`config.mk`:
```
export PLATFORM = sky130hd
export DESIGN_NAME = cdb_arbiter_flat
export DESIGN_NICKNAME = d
export VERILOG_FILES = /design/src/rtl/cdb_pkg.sv /design/src/rtl/cdb_arbiter_if.sv /design/src/rtl/rr_arbiter.sv /design/src/rtl/cdb_arbiter.sv /design/src/flat_wrapper.sv
export SDC_FILE = /design/constraint.sdc
export NUM_CORES = 1
export LEC_CHECK = 0
export ABC_AREA = 1
export BUFFER_PORTS_ARGS = -buffer_cell sky130_fd_sc_hd__clkbuf_2
export CAP_MARGIN = 10
export CORE_ASPECT_RATIO = 1.25
export CORE_MARGIN = 3
export CORE_UTILIZATION = 51
export CTS_BUF_LIST = sky130_fd_sc_hd__clkbuf_2
export CTS_CLUSTER_DIAMETER = 40
export DETAILED_ROUTE_END_ITERATION = 10
export PLACE_DENSITY = 0.86
export RECOVER_POWER = 25
export SETUP_SLACK_MARGIN = 0.2
export SLEW_MARGIN = 20
export SYNTH_ARGS = -nofsm -noshare
export SYNTH_HDL_FRONTEND = slang
export SYNTH_SLANG_ARGS = --single-unit
export TNS_END_PERCENT = 20
```
`constraint.sdc`:
```
create_clock -name clk_i -period 5.4 [get_ports clk_i]
set_input_delay 0.54 -clock clk_i [delete_from_list [all_inputs] [get_ports clk_i]]
set_output_delay 0.54 -clock clk_i [all_outputs]
set_load 0.05 [all_outputs]
```
`src/rtl/cdb_pkg.sv`:
```
// Shared types and widths for the common-data-bus arbiter.
// Slot payloads are stored at the package widths; keep module widths at or below them.
package cdb_pkg;
    localparam int CDB_DATA_W    = 32;
    localparam int CDB_TAG_W     = 4;
    localparam int CDB_MIN_UNITS = 2;
    localparam int CDB_MAX_UNITS = 8;

    typedef struct packed {
        logic [CDB_DATA_W-1:0] result;
        logic                  branch_taken;
        logic [CDB_TAG_W-1:0]  tag;
    } cdb_entry_t;

    // Next round-robin position after unit idx.
    function automatic int wrap_inc(input int idx, input int n);
        return (idx + 1 >= n) ? 0 : idx + 1;
    endfunction
endpackage

```
`src/rtl/cdb_arbiter_if.sv`:
```
// Functional-unit result ports and CDB broadcast, bundled for the arbiter.
// master = result producers side, slave = the arbiter.
interface cdb_arbiter_if #(
    parameter int NumUnits      = 4,
    parameter int DatapathWidth = 32,
    parameter int TagWidth      = 4
);
    logic [NumUnits-1:0]                    fu_valid_i;
    logic [NumUnits-1:0]                    fu_ready_o;
    logic [NumUnits-1:0][DatapathWidth-1:0] fu_result_i;
    logic [NumUnits-1:0]                    fu_branch_taken_i;
    logic [NumUnits-1:0][TagWidth-1:0]      fu_tag_i;
    logic                                   cdb_valid_o;
    logic [DatapathWidth-1:0]               cdb_result_o;
    logic                                   cdb_branch_taken_o;
    logic [TagWidth-1:0]                    cdb_tag_o;

    modport master (
        output fu_valid_i, fu_result_i, fu_branch_taken_i, fu_tag_i,
        input  fu_ready_o, cdb_valid_o, cdb_result_o, cdb_branch_taken_o, cdb_tag_o
    );

    modport slave (
        input  fu_valid_i, fu_result_i, fu_branch_taken_i, fu_tag_i,
        output fu_ready_o, cdb_valid_o, cdb_result_o, cdb_branch_taken_o, cdb_tag_o
    );
endinterface

```
`src/rtl/rr_arbiter.sv`:
```
// Round-robin arbiter: one-hot grant over req, search begins at ptr.
// ptr moves past the winner only when advance is high.
module rr_arbiter
    import cdb_pkg::*;
#(
    parameter int NumUnits = 4
) (
    input  logic                clk_i,
    input  logic                rst_i,
    input  logic [NumUnits-1:0] req,
    input  logic                advance,
    output logic [NumUnits-1:0] grant
);
    localparam int PtrW = $clog2(NumUnits);

    logic [PtrW-1:0] ptr;
    logic [PtrW-1:0] ptr_next;
    logic            found;

    // Two passes: units at/above ptr first, then wrap to the ones below it.
    always_comb begin
        grant    = '0;
        ptr_next = ptr;
        found    = 1'b0;
        for (int i = 0; i < NumUnits; i++) begin
            if (!found && i >= int'(ptr) && req[i]) begin
                found    = 1'b1;
                grant[i] = 1'b1;
                ptr_next = PtrW'(wrap_inc(i, NumUnits));
            end
        end
        for (int i = 0; i < NumUnits; i++) begin
            if (!found && req[i]) begin
                found    = 1'b1;
                grant[i] = 1'b1;
                ptr_next = PtrW'(wrap_inc(i, NumUnits));
            end
        end
    end

    always_ff @(posedge clk_i or posedge rst_i) begin
        if (rst_i) begin
            ptr <= '0;
        end else if (advance && found) begin
            ptr <= ptr_next;
        end
    end
endmodule

```
`src/rtl/cdb_arbiter.sv`:
```
// Common-data-bus arbiter: one holding slot per functional unit, round-robin
// broadcast of one result per cycle, flush drops everything still held.
module cdb_arbiter
    import cdb_pkg::*;
#(
    parameter int NumUnits      = 4,
    parameter int DatapathWidth = CDB_DATA_W,
    parameter int TagWidth      = CDB_TAG_W
) (
    input  logic           clk_i,
    input  logic           rst_i,
    input  logic           flush_i,
    cdb_arbiter_if.slave   bus
);
    logic [NumUnits-1:0] held;
    logic [NumUnits-1:0] grant;
    logic [NumUnits-1:0] ready;
    logic [NumUnits-1:0] accept;
    cdb_entry_t          slot     [NumUnits];
    cdb_entry_t          incoming [NumUnits];
    cdb_entry_t          winner;
    cdb_entry_t          cdb_q;
    logic                cdb_valid;

    // A slot being granted this edge can take a new result in the same edge.
    assign ready  = (~held | grant) & {NumUnits{~flush_i}};
    assign accept = bus.fu_valid_i & ready;

    for (genvar u = 0; u < NumUnits; u++) begin : g_in
        assign incoming[u] = '{
            result:       CDB_DATA_W'(bus.fu_result_i[u]),
            branch_taken: bus.fu_branch_taken_i[u],
            tag:          CDB_TAG_W'(bus.fu_tag_i[u])
        };
    end

    rr_arbiter #(.NumUnits(NumUnits)) u_rr (
        .clk_i   (clk_i),
        .rst_i   (rst_i),
        .req     (held),
        .advance (~flush_i),
        .grant   (grant)
    );

    always_comb begin
        winner = '0;
        for (int u = 0; u < NumUnits; u++) begin
            if (grant[u]) winner = slot[u];
        end
    end

    always_ff @(posedge clk_i or posedge rst_i) begin
        if (rst_i) begin
            held <= '0;
            for (int u = 0; u < NumUnits; u++) slot[u] <= '0;
        end else begin
            for (int u = 0; u < NumUnits; u++) begin
                if (flush_i) begin
                    held[u] <= 1'b0;
                end else if (accept[u]) begin
                    held[u] <= 1'b1;
                    slot[u] <= incoming[u];
                end else if (grant[u]) begin
                    held[u] <= 1'b0;
                end
            end
        end
    end

    // Payload registers keep their last value when nothing is broadcast.
    always_ff @(posedge clk_i or posedge rst_i) begin
        if (rst_i) begin
            cdb_valid <= 1'b0;
            cdb_q     <= '0;
        end else if (flush_i) begin
            cdb_valid <= 1'b0;
        end else begin
            cdb_valid <= |grant;
            if (|grant) cdb_q <= winner;
        end
    end

    assign bus.fu_ready_o         = ready;
    assign bus.cdb_valid_o        = cdb_valid;
    assign bus.cdb_result_o       = DatapathWidth'(cdb_q.result);
    assign bus.cdb_branch_taken_o = cdb_q.branch_taken;
    assign bus.cdb_tag_o          = TagWidth'(cdb_q.tag);
endmodule

```
`src/flat_wrapper.sv`:
```
// flat-port wrapper written by rule: the top's interface ports become plain ports
module cdb_arbiter_flat import cdb_pkg::*;
#(
    parameter int NumUnits      = 4,
    parameter int DatapathWidth = CDB_DATA_W,
    parameter int TagWidth      = CDB_TAG_W
)
  (clk_i, rst_i, flush_i, bus_fu_valid_i, bus_fu_result_i, bus_fu_branch_taken_i, bus_fu_tag_i, bus_fu_ready_o, bus_cdb_valid_o, bus_cdb_result_o, bus_cdb_branch_taken_o, bus_cdb_tag_o);
  cdb_arbiter_if #(.NumUnits(NumUnits), .DatapathWidth(DatapathWidth), .TagWidth(TagWidth)) bus_i ();
  input  logic clk_i;
  input  logic rst_i;
  input  logic flush_i;
  input wire logic [$bits(bus_i.fu_valid_i)-1:0] bus_fu_valid_i;
  input wire logic [$bits(bus_i.fu_result_i)-1:0] bus_fu_result_i;
  input wire logic [$bits(bus_i.fu_branch_taken_i)-1:0] bus_fu_branch_taken_i;
  input wire logic [$bits(bus_i.fu_tag_i)-1:0] bus_fu_tag_i;
  output wire logic [$bits(bus_i.fu_ready_o)-1:0] bus_fu_ready_o;
  output wire logic [$bits(bus_i.cdb_valid_o)-1:0] bus_cdb_valid_o;
  output wire logic [$bits(bus_i.cdb_result_o)-1:0] bus_cdb_result_o;
  output wire logic [$bits(bus_i.cdb_branch_taken_o)-1:0] bus_cdb_branch_taken_o;
  output wire logic [$bits(bus_i.cdb_tag_o)-1:0] bus_cdb_tag_o;
  assign bus_i.fu_valid_i = bus_fu_valid_i;
  assign bus_i.fu_result_i = bus_fu_result_i;
  assign bus_i.fu_branch_taken_i = bus_fu_branch_taken_i;
  assign bus_i.fu_tag_i = bus_fu_tag_i;
  assign bus_fu_ready_o = bus_i.fu_ready_o;
  assign bus_cdb_valid_o = bus_i.cdb_valid_o;
  assign bus_cdb_result_o = bus_i.cdb_result_o;
  assign bus_cdb_branch_taken_o = bus_i.cdb_branch_taken_o;
  assign bus_cdb_tag_o = bus_i.cdb_tag_o;
  cdb_arbiter #(.NumUnits(NumUnits), .DatapathWidth(DatapathWidth), .TagWidth(TagWidth)) u_core (.clk_i(clk_i), .rst_i(rst_i), .flush_i(flush_i), .bus(bus_i));
endmodule
```
==> results.json, run 1 <==
{
  "period_share_pct": 69.7,
  "clockPowerShare_pct": 15.2,
  "drive_gt1_share_pct": 19.9,
  "drc": 0,
  "syn_to_final_growth_pct": 29.7,
  "path_clk_slew_ns": 0.25,
  "grt_pass1_vias": 8617,
  "p_sw_share_pct": 43.5,
  "nNetsFinal": 1500,
  "rsz0062_at_grt": "no",
  "avgSynthCellArea_sq_um": 8.45,
  "cts_buffers": 17,
  "drtAntennaViolNets": 0,
  "whs_ns": -0.0570,
  "yosysWarningCount": 0,
  "setup-tns-final_ns": 0,
  "antenna_found_initial": 1,
  "clock_sinks": 192,
  "critPathCaptureType": "primary output",
  "finalClockSkew_ns": 0.0361,
  "die_height_microns": 153,
  "htree_levels": 4,
  "drt_wl_total_microns": 27700,
  "p_seq_share_pct": 45.0,
  "crit_fanout": 39,
  "rows": 53,
  "io_pins": 197,
  "total_power_mw": 4.75,
  "gp_congestion": 0.885,
  "fin_util_pct": 67.7,
  "grt_pass1_wl_microns": 43500,
  "die-area_sq_mm": 0.0189,
  "vdd_ir_drop_max_mv": 0.392,
  "first_pass_iters": 6,
  "cts_buffer_depth": 2,
  "min_period_ns": 3.76,
  "r2r_cells": 7,
  "crit_arrival_ns": 3.22,
  "vias": 8683,
  "maxCapViolCount": 0,
  "wl_per_cell_microns": 17.6,
  "netlist_instances": 1045,
  "cp-start-kind": "input port",
  "reg2reg_slack_ns": 2.23,
  "power_frac_comb_pct": 39.8,
  "maxSlewHeadroom_pct": 23.7,
  "internal-power_mw": 2.68,
  "seq_area_frac_synth_pct": 54.4,
  "ys_top_cells_by_area": "dfrtp_1 (54%), nand2_1 (22%), nand3_1 (6.5%)",
  "initial_utilization_pct": 52.2,
  "setup_violations": 0,
  "overflow": 0,
  "final_max_slew_viol_count": 0,
  "insertion_delay_ns": 0.77,
  "worst_pin_slew_ns": 1.15,
  "max_freq_mhz": 266,
  "leakage_nw": 6.36,
  "power_density_mw_per_mm2": 415,
  "ys_ff_latch": 192,
  "grt_usage_pct": 29.7,
  "io_buffers": 196,
  "synth_cell_types": 23,
  "r2r_start": "u_core.held[1]",
  "drt-initial-drc-count": 805,
  "min_path_type": "in -> async",
  "clock-root-buffer": "clkbuf_2",
  "critPathKind": "in -> out",
  "cts_resized": 0,
  "syn_area_sq_mm": 0.00883,
  "crit_required_ns": 4.86,
  "violations": "negative hold slack",
  "die_w_microns": 124,
  "r2r-end": "u_core.bus.cdb_result_o[15]",
  "synth_top_area_cell": "dfrtp_1",
  "status": "finished, violations left",
  "hold_buffers": 145,
  "final_hold_viol_count": 16,
  "coreArea_sq_mm": 0.0169,
  "grt_start_max_net_pins": 193,
  "synthesis.nets": 1200,
  "synth_top_area_share_pct": 54.4,
  "place_hpwl_microns": 16400,
  "via_per_inst": 5.51,
  "switchingPower_mw": 2.07,
  "postCtsSetupBuffers": 0,
  "cts_tree": "done"
}
-- kinds of logic (layout without fill, tap and decap cells) --
group                  after synthesis  in the layout  share of synthesized area (%)
other                                0              1                              0
AOI/OAI and AO/OA                   83             83                           6.63
muxes                               27             27                           3.44
buffers and inverters               94            405                           5.82
DFF                                192            192                           54.4
and+or+nand+nor                    649            649                           29.7
-- worst max path at each step --
stage	start	endpoint	slack, ns	cells after the start
after floorplan	rst_i	u_core.bus.cdb_branch_taken_o	2.38	1
after global placement	flush_i	u_core.slot[62]	2.33	7
after detailed placement	flush_i	u_core.slot[67]	2.23	7
after CTS	flush_i	bus_fu_ready_o[1]	1.75	6
after global routing	flush_i	bus_fu_ready_o[2]	1.51	6
final	flush_i	bus_fu_ready_o[2]	1.64	6
-- power groups by stage --
stage                     Combinational [mW]  Sequential [mW]  Clock (mW)
after floorplan                        0.954             2.48           0
after global placement                  1.72             2.13           0
after detailed placement                1.77             2.14           0
after CTS                               1.86             2.11       0.730
after global routing                    2.05             2.18       0.784
final                                   1.89             2.14       0.724
-- flip-flops by register name, indices dropped and copies added, names as in the netlist --
register / cells
u_core.slot: 148
u_core.bus.cdb_result_o: 32
u_core.bus.cdb_tag_o: 4
u_core.held: 4
u_core.u_rr.ptr: 2
u_core.bus.cdb_branch_taken_o: 1
u_core.bus.cdb_valid_o: 1
-- cell usage after synthesis --
| cell | n |
|---|---|
| nand4_4 | 1 |
| mux2_2 | 27 |
| inv_1 | 20 |
| o211ai_1 | 27 |
| inv_2 | 5 |
| nand4_1 | 2 |
| nand3_1 | 114 |
| nor2_4 | 1 |
| nand2_2 | 2 |
| o21ai_0 | 2 |
| nor2_1 | 13 |
| o21ai_1 | 1 |
| buf_1 | 2 |
| o31ai_1 | 4 |
| buf_4 | 15 |
| nand2_1 | 515 |
| clkbuf_1 | 18 |
| nand3_2 | 1 |
| o21bai_1 | 37 |
| buf_6 | 10 |
| dfrtp_1 | 192 |
| buf_2 | 24 |
| a21oi_1 | 12 |
-- cells in the final DEF, fill, tap and decap left out --
cell and instances:
nand3_1 114, buf_12 1, buf_4 6, o31ai_1 4, diode_2 1, a21oi_1 12
clkinvlp_4 5, nand3_2 1, nand2_1 514, dfrtp_1 192, o21ai_1 1, nor2_1 13
clkinv_2 2, nand2_4 1, inv_2 5, dlygate4sd3_1 147, o21bai_1 37, nand4_4 1
o211ai_1 27, clkinv_1 2, nand4_1 2, mux2_2 27, nand2_2 2, o21ai_0 2
nor2_4 1, clkinvlp_2 1, inv_1 19, clkbuf_2 214, bufinv_16 3
-- area by class of cell --
cell class / instances / area (sq um)
Antenna cell: 1 / 2.50
Clock buffer: 18 / 90.1
Clock inverter: 12 / 145
Fill cell: 1289 / 5460
Inverter: 25 / 95.1
Multi-Input combinational cell: 759 / 3520
Sequential cell: 192 / 4800
Tap cell: 220 / 275
Timing Repair Buffer: 350 / 2520
-- critical path, stage by stage --
cell and delay, ns:
dlygate4sd3_1 0.55, clkbuf_2 0.15, inv_1 0.83, nand2_1 0.15
inv_2 0.56, clkbuf_2 0.40
-- metal layers --
metal  track usage, %  vias up  part of all wire [%]
li1                 -     3941                     -
met1             36.7     4113                    37
met2             48.0      510                    49
met3             5.51      119                   7.9
met4             17.5        0                   5.7
met5                0        -                     0
-- stage by stage --
step           instance area (sq um)  hold slack [ns]  setup slack (ns)  std cells
2_1_floorplan                   8830            0.442              2.38       1045
3_3_place_gp                    9740            0.453              2.33       1399
3_5_place_dp                    9740            0.458              2.23       1399
4_1_cts                        11400         0.000655              1.75       1574
5_1_grt                        11400          0.00539              1.51       1577
6_report                       11400          -0.0570              1.64       1577
Note: power is estimated with default switching activity, not from simulation.
==> run 2: changes to the inputs <==
--- a/config.mk
+++ b/config.mk
@@ -10,11 +10,11 @@
 export CAP_MARGIN = 10
 export CORE_ASPECT_RATIO = 1.25
 export CORE_MARGIN = 3
-export CORE_UTILIZATION = 51
+export CORE_UTILIZATION = 55
 export CTS_BUF_LIST = sky130_fd_sc_hd__clkbuf_2
 export CTS_CLUSTER_DIAMETER = 40
 export DETAILED_ROUTE_END_ITERATION = 10
-export PLACE_DENSITY = 0.86
+export PLACE_DENSITY = 0.88
 export RECOVER_POWER = 25
 export SETUP_SLACK_MARGIN = 0.2
 export SLEW_MARGIN = 20
==> constraint.sdc (replaced) <==
create_clock -name clk_i -period 3.65 [get_ports clk_i]
set_input_delay 0.365 -clock clk_i [delete_from_list [all_inputs] [get_ports clk_i]]
set_output_delay 0.365 -clock clk_i [all_outputs]
set_load 0.05 [all_outputs]
==> run 2 against run 1 <==
Net effect: the flow finishes with violations (max-capacitance violations, max-slew violations); hold slack better by 0.16 ns; sequential cell count unchanged; largest cell class unchanged; critical path type is now reg -> out; sequential power up 47%; critical path depth up 3; critical endpoint is now bus_fu_ready_o[0].
==> results.json, run 2 (synthesized netlist as in run 1, its figures left out) <==
{
  "drtAntennaViolNets": 0,
  "setup-tns-final_ns": 0,
  "fill_cells": 1118,
  "min_path_type": "in -> reg",
  "cts_tree": "done",
  "drive_gt1_share_pct": 20.4,
  "leakage_nw": 6.40,
  "die-area_sq_mm": 0.0176,
  "setup_violations": 0,
  "crit_chain": "nand2_1 > nand3_2 > nor2_4 > nand2_1 > nand2_1 > o21ai_1 > inv_2 > buf_4 > clkbuf_2",
  "r2r_cells": 11,
  "r2r_start": "u_core.u_rr.ptr[0]",
  "power_density_mw_per_mm2": 608,
  "antenna_found_initial": 1,
  "grt_start_max_net_pins": 68,
  "rsz0062_at_grt": "no",
  "path_clk_slew_ns": 0.28,
  "nNetsFinal": 1513,
  "gp_congestion": 0.906,
  "cp-start-kind": "flop",
  "switchingPower_mw": 3.07,
  "period_share_pct": 88.6,
  "reg2reg_slack_ns": 0.92,
  "place_hpwl_microns": 16900,
  "top_register": "u_core.slot",
  "maxSlewHeadroom_pct": -26.1,
  "layout_commonest_cell": "nand2_1",
  "crit_arrival_ns": 2.87,
  "via_per_inst": 5.48,
  "htree_levels": 4,
  "hold_end": "u_core.slot[59]",
  "vdd_ir_drop_max_mv": 0.440,
  "grt_pass1_wl_microns": 44400,
  "final_cell_mix": "nand2_1 (514), clkbuf_2 (217), dfrtp_1 (192)",
  "r2r-end": "u_core.slot[54]",
  "largest_reg_flops": 148,
  "internal-power_mw": 3.92,
  "power_frac_comb_pct": 40.4,
  "finalClockSkew_ns": 0.0466,
  "crit_fanout": 23,
  "violations": "max-capacitance violations, max-slew violations",
  "cts_buffer_depth": 2,
  "p_sw_share_pct": 43.9,
  "min_period_ns": 3.23,
  "grt_usage_pct": 32.5,
  "final_hold_viol_count": 0,
  "clock-root-buffer": "clkbuf_2",
  "crit_required_ns": 3.28,
  "wl_per_cell_microns": 17.9,
  "first_pass_iters": 7,
  "p_seq_share_pct": 45.1,
  "worst_pin_slew_ns": 1.89,
  "critPathKind": "reg -> out",
  "critPathCaptureType": "primary output",
  "grt_pass1_vias": 8575,
  "io_pins": 197,
  "drt_wl_total_microns": 28400,
  "whs_path_depth": 4,
  "overflow": 0,
  "maxCapViolCount": 3,
  "drc": 0,
  "cts_buffers": 17,
  "hold_start": "bus_fu_valid_i[2]",
  "clockPowerShare_pct": 14.5,
  "die_height_microns": 148,
  "insertion_delay_ns": 0.78,
  "io_buffers": 196,
  "syn_to_final_growth_pct": 30.3,
  "clock_sinks": 192,
  "coreArea_sq_mm": 0.0156,
  "fin_util_pct": 73.6,
  "final_max_slew_viol_count": 138,
  "critPathMostFrequentCell": "nand2_1",
  "drt-initial-drc-count": 896,
  "max_freq_mhz": 309,
  "initial_utilization_pct": 56.5,
  "postCtsSetupBuffers": 0,
  "rows": 51,
  "status": "finished, violations left",
  "die_w_microns": 119,
  "crit_slowest_cell": "dfrtp_1",
  "slowest_delay_ns": 0.50,
  "vias": 8677
}
[run 2: cell types whose count changed in the layout (fill, tap and decap cells not counted)]
cell | previous run | this run
buf_4 | 6 | 14
clkbuf_2 | 214 | 217
clkinv_2 | 2 | 5
dlygate4sd3_1 | 147 | 150
clkbuf_1 | 0 | 2
clkinvlp_4 | 5 | 3
buf_12 | 1 | 0
bufinv_16 | 3 | 2
clkinv_4 | 0 | 1
inv_2 | 5 | 4
nand2_2 | 2 | 3
nand2_4 | 1 | 0
[run 2: power groups by stage]
stage / sequential (mW) / clock [mW] / combinational [mW]
finish: 3.15 / 1.02 / 2.82
global route: 3.21 / 1.11 / 3.06
CTS: 3.12 / 1.03 / 2.77
detailed placement: 3.16 / 0 / 2.65
global placement: 3.14 / 0 / 2.57
floorplan: 3.66 / 0 / 1.41
[run 2: final cells by class]
| cell class | instances | area [sq um] | share of cell area (%) |
|---|---|---|---|
| sequential | 192 | 4800 | 41.8 |
| antenna | 1 | 2.50 | 0.0218 |
| tap | 212 | 265 | 2.31 |
| multi-input combinational | 759 | 3510 | 30.5 |
| timing repair buffer | 363 | 2600 | 22.6 |
| clock buffer | 20 | 100 | 0.870 |
| inverter | 25 | 96.3 | 0.838 |
| clock inverter | 12 | 119 | 1.03 |
[run 2: critical path, delay by kind of cell (launching register included)]
family / cells / cell delay (ns)
AOI/OAI and AO/OA: 1 / 0.07
buffers and inverters: 3 / 0.95
DFF: 1 / 0.50
and+or+nand+nor: 5 / 0.58
[run 2: metrics by stage]
step / instances / hold slack, ns / total power, mW / setup WS (ns) / area (sq um)
after floorplan: 1045 / 0.428 / 5.07 / 0.809 / 8830
after global placement: 1401 / 0.375 / 5.70 / 1.11 / 9800
after detailed placement: 1401 / 0.377 / 5.80 / 0.906 / 9800
after CTS: 1583 / 0.0378 / 6.92 / 0.339 / 11500
after global routing: 1584 / 0.0592 / 7.39 / 0.203 / 11500
final: 1584 / 0.104 / 6.99 / 0.416 / 11500
[run 2: metal layers]
layer | track usage, % | routed length [microns]
met1 | 39.4 | 10500
met3 | 6.31 | 1950
met4 | 17.1 | 1580
met5 | 0 | 0
met2 | 55.2 | 14300
[run 2: worst max-delay path by stage]
stage                    from                       endpoint  slack [ns]  cells past startpoint
2_1_floorplan           rst_i  u_core.bus.cdb_branch_taken_o        0.81                      1
3_3_place_gp   u_core.held[1]                u_core.slot[54]        1.11                     10
3_5_place_dp   u_core.held[1]                u_core.slot[45]        0.91                     10
4_1_cts        u_core.held[2]              bus_fu_ready_o[2]        0.34                      8
5_1_grt        u_core.held[2]              bus_fu_ready_o[0]        0.20                      9
6_report       u_core.held[2]              bus_fu_ready_o[0]        0.42                      9
[run 2: what timing repair did]
action                                  4_1_cts  5_1_grt
hold buffers                                150        0
endpoints found under the setup margin        0        1
gates resized for setup                       0        1
hold endpoints to repair                    280        0
